`src/rtl/mips_pkg.sv`:
```
// Shared MIPS pipeline definitions: register-file geometry, special register
// indices and the architectural word type.
package mips_pkg;

  localparam int REG_ADDR_W = 5;
  localparam int NUM_REGS   = 32;

  localparam logic [REG_ADDR_W-1:0] REG_ZERO = 5'd0;
  localparam logic [REG_ADDR_W-1:0] REG_RA   = 5'd31;

  typedef logic [31:0] word_t;

endpackage

```
`src/rtl/reg_read_port.sv`:
```
// One combinational register-file read port: zero-index force plus an
// optional write-to-read bypass enabled by defining REGBANK_BYPASS_EN.
module reg_read_port
  import mips_pkg::*;
#(
  parameter int DATA_W = 32,
  parameter int ADDR_W = REG_ADDR_W
) (
  input  logic              i_rst_n,
  input  logic [ADDR_W-1:0] i_rd_addr,
  input  logic [DATA_W-1:0] i_arr_data,
  input  logic              i_wr_en,
  input  logic [ADDR_W-1:0] i_wr_addr,
  input  logic [DATA_W-1:0] i_wr_data,
  output logic [DATA_W-1:0] o_rd_data
);

  logic w_is_zero;
  assign w_is_zero = (i_rd_addr == ADDR_W'(REG_ZERO));

`ifdef REGBANK_BYPASS_EN
  // A write being committed on this edge is forwarded, unless reset discards it.
  logic w_bypass_hit;
  assign w_bypass_hit = i_rst_n && i_wr_en && (i_wr_addr != ADDR_W'(REG_ZERO))
                        && (i_wr_addr == i_rd_addr);

  always_comb begin
    o_rd_data = i_arr_data;
    if (w_bypass_hit) o_rd_data = i_wr_data;
    if (w_is_zero)    o_rd_data = '0;
  end
`else
  logic w_unused_bypass;
  assign w_unused_bypass = ^{i_rst_n, i_wr_en, i_wr_addr, i_wr_data};

  always_comb begin
    o_rd_data = i_arr_data;
    if (w_is_zero) o_rd_data = '0;
  end
`endif

endmodule

```
`src/rtl/register_bank.sv`:
```
// MIPS general-purpose register file: 32 x DATA_W, $zero hardwired, two
// combinational read ports. Optional same-cycle bypass via REGBANK_BYPASS_EN.
module register_bank
  import mips_pkg::*;
#(
  parameter int DATA_W = 32,
  parameter int ADDR_W = REG_ADDR_W
) (
  input  logic              clk,
  input  logic              rst_n,
  input  logic              RegWrite,
  input  logic [ADDR_W-1:0] writeReg,
  input  logic [DATA_W-1:0] writeData,
  input  logic [ADDR_W-1:0] readReg1,
  input  logic [ADDR_W-1:0] readReg2,
  output logic [DATA_W-1:0] readData1,
  output logic [DATA_W-1:0] readData2
);

  localparam int NREG = 1 << ADDR_W;

  logic [DATA_W-1:0] r_regs [0:NREG-1];

  // Entry 0 decodes to no write enable, so it stays at its reset value.
  genvar gi;
  generate
    for (gi = 0; gi < NREG; gi++) begin : g_reg
      logic w_wr_sel;
      assign w_wr_sel = RegWrite && (gi != 0) && (writeReg == ADDR_W'(gi));

      always_ff @(posedge clk) begin
        if (!rst_n) begin
          r_regs[gi] <= '0;
        end else if (w_wr_sel) begin
          r_regs[gi] <= writeData;
        end
      end
    end
  endgenerate

  logic [DATA_W-1:0] w_arr_data1;
  logic [DATA_W-1:0] w_arr_data2;
  assign w_arr_data1 = r_regs[readReg1];
  assign w_arr_data2 = r_regs[readReg2];

  reg_read_port #(.DATA_W(DATA_W), .ADDR_W(ADDR_W)) u_port1 (
    .i_rst_n   (rst_n),
    .i_rd_addr (readReg1),
    .i_arr_data(w_arr_data1),
    .i_wr_en   (RegWrite),
    .i_wr_addr (writeReg),
    .i_wr_data (writeData),
    .o_rd_data (readData1)
  );

  reg_read_port #(.DATA_W(DATA_W), .ADDR_W(ADDR_W)) u_port2 (
    .i_rst_n   (rst_n),
    .i_rd_addr (readReg2),
    .i_arr_data(w_arr_data2),
    .i_wr_en   (RegWrite),
    .i_wr_addr (writeReg),
    .i_wr_data (writeData),
    .o_rd_data (readData2)
  );

endmodule
```
`config.mk`:
```
export PLATFORM = sky130hd
export DESIGN_NAME = register_bank
export DESIGN_NICKNAME = d
export VERILOG_FILES = /design/src/rtl/mips_pkg.sv /design/src/rtl/reg_read_port.sv /design/src/rtl/register_bank.sv
export SDC_FILE = /design/constraint.sdc
export NUM_CORES = 2
export LEC_CHECK = 0
export CAP_MARGIN = 5
export CORE_ASPECT_RATIO = 0.9
export CORE_UTILIZATION = 30
export CTS_BUF_LIST = sky130_fd_sc_hd__clkbuf_4 sky130_fd_sc_hd__clkbuf_8
export DETAILED_ROUTE_END_ITERATION = 12
export PLACE_DENSITY = 0.44
export SYNTH_ARGS = -nofsm -noshare
export SYNTH_HDL_FRONTEND = slang
export SYNTH_SLANG_ARGS = --single-unit
```
`constraint.sdc`:
```
create_clock -name clk -period 6.8 [get_ports clk]
set_input_delay 1.36 -clock clk [delete_from_list [all_inputs] [get_ports clk]]
set_output_delay 1.36 -clock clk [all_outputs]
set_load 0.005 [all_outputs]
```
## Word level (Yosys, flattened, before mapping)

Memory sizes are Yosys's and may differ from the RTL's.
Index checks and enable logic that the tools add are counted.

| word-level totals | value |
|---|---|
| word-level logic and storage cells | 223 |
| bits of input ports | 50 |
| RAM bits | 1024 |
| output and inout port bits | 64 |
| memories kept | 1 |
| bits in registers | 0 |

| cells by class | value |
|---|---|
| reduce and logical (&&, ||, !) cells | 33 |
| bitwise logic cells | 31 |
| muxes and demuxes | 127 |
| equal/unequal tests | 31 |

Memories:

| name | words | width | read ports | clocked after Yosys merged registers in | wr ports | line | text |
|---|---|---|---|---|---|---|---|
| r_regs | 32 | 32 | 2 | 0 | 32 | register_bank.sv:22 | `logic [DATA_W-1:0] r_regs [0:NREG-1];` |

Operators with widths:

| operator | count |
|---|---|
| $mux W32 | 33 |
| $mux W1 | 94 |
| $eq A5 B5 Y1 const B | 16 |
| $eq A5 B4 Y1 const B | 8 |
| $logic_and A1 B1 Y1 | 31 |
| $or A1 B1 Y1 | 31 |
| $eq A5 B3 Y1 const B | 4 |
| $eq A5 B2 Y1 const B | 2 |
| $logic_not A5 Y1 | 2 |
| $eq A5 B1 Y1 const B | 1 |

## Longest topological paths before layout

| logic depth | value |
|---|---|
| depth in word-level cells | 6 |
| mapped depth | 8 |
| depth with buffers taken out | 4 |

## Modules after synthesis

Synthesis repeated with hierarchy kept, for this count alone.

| unflattened totals | value |
|---|---|
| cells, all modules | 3758 |
| area, all modules | 53885.4 µm² |

Modules (own cells, without submodules):

| module | seq. area each (µm²) | instances | area an instance (µm²) | cells each |
|---|---|---|---|---|
| register_bank | 29788.6 | 1 | 53242.3 | 3678 |
| reg_read_port | 0.0 | 2 | 321.6 | 40 |

## Worst setup path after synthesis

OpenSTA, ideal clock, no wires.

| path | value |
|---|---|
| path kind | input-to-reg |
| from | input port writeReg[4] |
| to | memory r_regs[3][0] (enable) |
| setup slack | 2302 ps |
| buffers on the path | 1 |
| stages | 3 |
| required time | 6334 ps |
| setup time | 466 ps |
| arrival | 4032 ps |
| path through | nand2b_1 -> clkbuf_1 -> o21ai_0 |

RTL lines:

| what | line | text |
|---|---|---|
| start, declared | register_bank.sv:12 | `input logic [ADDR_W-1:0] writeReg,` |
| end, declared | register_bank.sv:22 |  |

## Worst setup path in the final report

| path | value |
|---|---|
| from | input port readReg1[3] |
| to | output port readData1[11] |

| between the ends | value |
|---|---|
| longest elaborated chain between the ends | 2 |
| elaborated cells between the ends (all ways) | 3 |
| those cells by class | 1 x mux; 1 x reduce/logical; 1 x memory |

RTL lines:

| what | line | text |
|---|---|---|
| start, declared | register_bank.sv:14 | `input logic [ADDR_W-1:0] readReg1,` |
| $mem_v2 Z32 W32 or $logic_not A5 Y1 (tied branches) | - |  |
| $mux W32 * | reg_read_port.sv:38 | `if (w_is_zero) o_rd_data = '0;` |
| end, declared | register_bank.sv:16 | `output logic [DATA_W-1:0] readData1,` |

Every way passes the cells marked *; elsewhere a longest branch is shown, timed or not.

==> impl_metrics.py <==
metrics = {
    "final_layout": {
        "top_regs": "r_regs (992)",
        "drive_gt1_share_pct": 19.1,
        "top_register": "r_regs",
        "largest_reg_flops": 992,
        "layout.nets": 4229,
        "design_area_um2": 62100,
        "syn2layout_area_growth_pct": 14.5,
        "finalNonFillerCells": 6721,
        "final_core_util_pct": 34.7,
    },
    "yosys": {
        "synth_edf_count": 992,
        "yosys_warnings": 0,
        "syn_area_um2": 54200,
        "synth_top_area_cell": "edfxtp_1",
        "netlist.area_leader.share_pct": 54.9,
        "ys_ff_latch": 992,
        "async_flop_share_pct": 0,
        "ys_seq_area_share_pct": 54.9,
        "synth_common_cells": "995 x and2_1, 992 x edfxtp_1, 640 x mux2i_1",
        "avgSynthCellArea_um2": 13.2,
        "post-synth-top-count-cell": "and2_1",
        "synth_fp_nets": 4160,
        "yosys_most_used_dff": "edfxtp_1",
        "ys_types": 36,
        "netlist_instances": 4110,
        "yosys-top-cells-area": "edfxtp_1 55%, mux2i_1 12%, and2_1 11%",
    },
    "timing": {
        "finalSetupViolations": 0,
        "finalHoldViolations": 0,
        "fin_crit_ns": 6.17,
        "period_share_pct": 90.7,
        "rsz0062_at_grt": "no",
        "worst_pin_slew_ns": 1.26,
        "setup_tns_ns": 0,
        "relSlewSlack_pct": 15.4,
        "fmax_mhz": 162,
        "fin_ws_ns": 0.630,
        "drv_slew": 0,
    },
    "placement": {
        "gp_congestion": 0.819,
        "dp.cells": 6382,
        "numPortBuffers": 113,
        "placed_cell_area_um2": 58500,
        "place_hpwl_um": 129000,
        "dp_slack_ns": 0.636,
    },
    "route": {
        "dr.pass1.iters": 5,
        "ant_nets": 0,
        "wl_um": 212000,
        "wl_per_cell_um": 31.6,
        "drt_iter0_markers": 3093,
        "drc": 0,
        "vias": 35800,
        "routed_via_density": 5.32,
    },
    "run_status": {
        "status": "finished, final reports clean",
    },
    "worst_setup_path": {
        "cp_data_required_time_ns": 5.44,
        "critPathKind": "input pin to primary output",
        "cp.arrival_ns": 4.81,
        "worstPathMaxFanout": 12,
        "critPathLaunchType": "input pin",
        "end_kind": "primary output",
    },
    "clocking": {
        "h-tree-depth": 4,
        "clk_path_buf_depth": 3,
        "clock_sinks": 992,
        "cts_made_buffers": 179,
        "post-cts-setup-buffers": 0,
        "ctsHoldBuffers": 0,
        "postCtsResizedCells": 0,
        "cts_tree": "done",
        "path_clk_slew_ns": 0.06,
        "clockRootBuffer": "clkbuf_8",
    },
    "floorplanning": {
        "die_width_um": 450,
        "start_util_pct": 30.3,
        "core_um2": 179000,
        "dieArea_um2": 182000,
        "rows": 147,
        "ios": 114,
        "die_h_um": 405,
    },
    "power_and_ir_drop": {
        "p_per_area_nw_per_um2": 243,
        "ir_drop_mv": 0.183,
        "power.leakage_nw": 22.3,
    },
    "global_route": {
        "grt.overflow.total": 0,
        "grt_pass1_vias": 36200,
        "grt_antenna_before_repair": 24,
        "grt_pass1_wl_um": 294000,
        "grt_max_degree": 97,
        "grtUsageTotal_pct": 23.0,
    },
    "min_path": {
        "hold_class": "input pin to flip-flop",
    },
    "flow_run": {
        "maxCapViolations": 0,
    },
}
==> routing by layer <==
layer,up-vias,part of all wire (%),GRT usage (%)
met2,1161,48,38.3
met4,0,3.3,7.94
met3,352,4.9,3.29
met1,18600,44,30.4
li1,15700,-,-
met5,-,0,0
==> layout make-up <==
class	instances	area, µm²
fillers	17300	117000
flip-flops and latches	992	29800
multi-input cells	2687	22800
well taps	2384	2980
clock buffers	241	2950
repair buffers	319	2950
clock inverters	82	563
diodes	16	40.0
==> worst max-delay path, stage by stage <==
cell             delay (ns)
clkdlybuf4s50_1        0.70
nor2b_2                0.68
buf_4                  0.33
a22o_1                 0.21
a31oi_1                0.12
nor3_1                 0.70
clkdlybuf4s50_1        0.68
==> cell usage in the layout, fill, tap and decap left out, types with 21 or more instances in the layout <==
cell	instances
mux2_2	38
buf_12	22
a22o_1	21
a31oi_1	21
mux2i_1	640
buf_4	186
nor3_1	149
nor2_4	31
a22oi_1	64
a221o_1	64
clkbuf_8	184
edfxtp_1	992
mux4_2	128
a211oi_2	38
nor4_2	43
clkdlybuf4s50_1	104
mux2_1	26
o22ai_1	256
clkbuf_4	58
clkinv_1	46
and2_1	994
o21ai_4	31
a21oi_1	43
nor2b_1	49
==> metrics by stage <==
step           total power [mW]  hold WS [ns]
6_report                   15.1          1.22
5_1_grt                    15.6          1.19
4_1_cts                    15.2          1.14
3_5_place_dp               9.40          2.17
3_3_place_gp               9.40          2.17
2_1_floorplan              8.46          1.56
==> where the power goes <==
part	switching [mW]	total (mW)	leakage (nW)	internal (mW)
clock	2.74	5.82	1.86	3.08
sequential	0.172	7.25	9.46	7.08
combinational	1.26	2.02	11.0	0.762
total	4.17	15.1	22.3	10.9
==> cells by family (layout without fill, tap and decap cells) <==
logic type	after synthesis	in the layout	synth area share (%)
mux	832	832	18.5
simple gates	1312	1312	15.1
flops	992	992	54.9
buf+inv	431	642	4.28
other cells	0	16	0
compound gates	543	543	7.23
==> path summary, 6_finish.rpt <==
| path | start | endpoint | slack [ns] | cells past startpoint |
|---|---|---|---|---|
| min | writeData[11] | r_regs[22][11] | 1.22 | 2 |
| max | readReg1[3] | readData1[11] | 0.63 | 7 |
No activity file was read; power rests on OpenSTA's default activity.
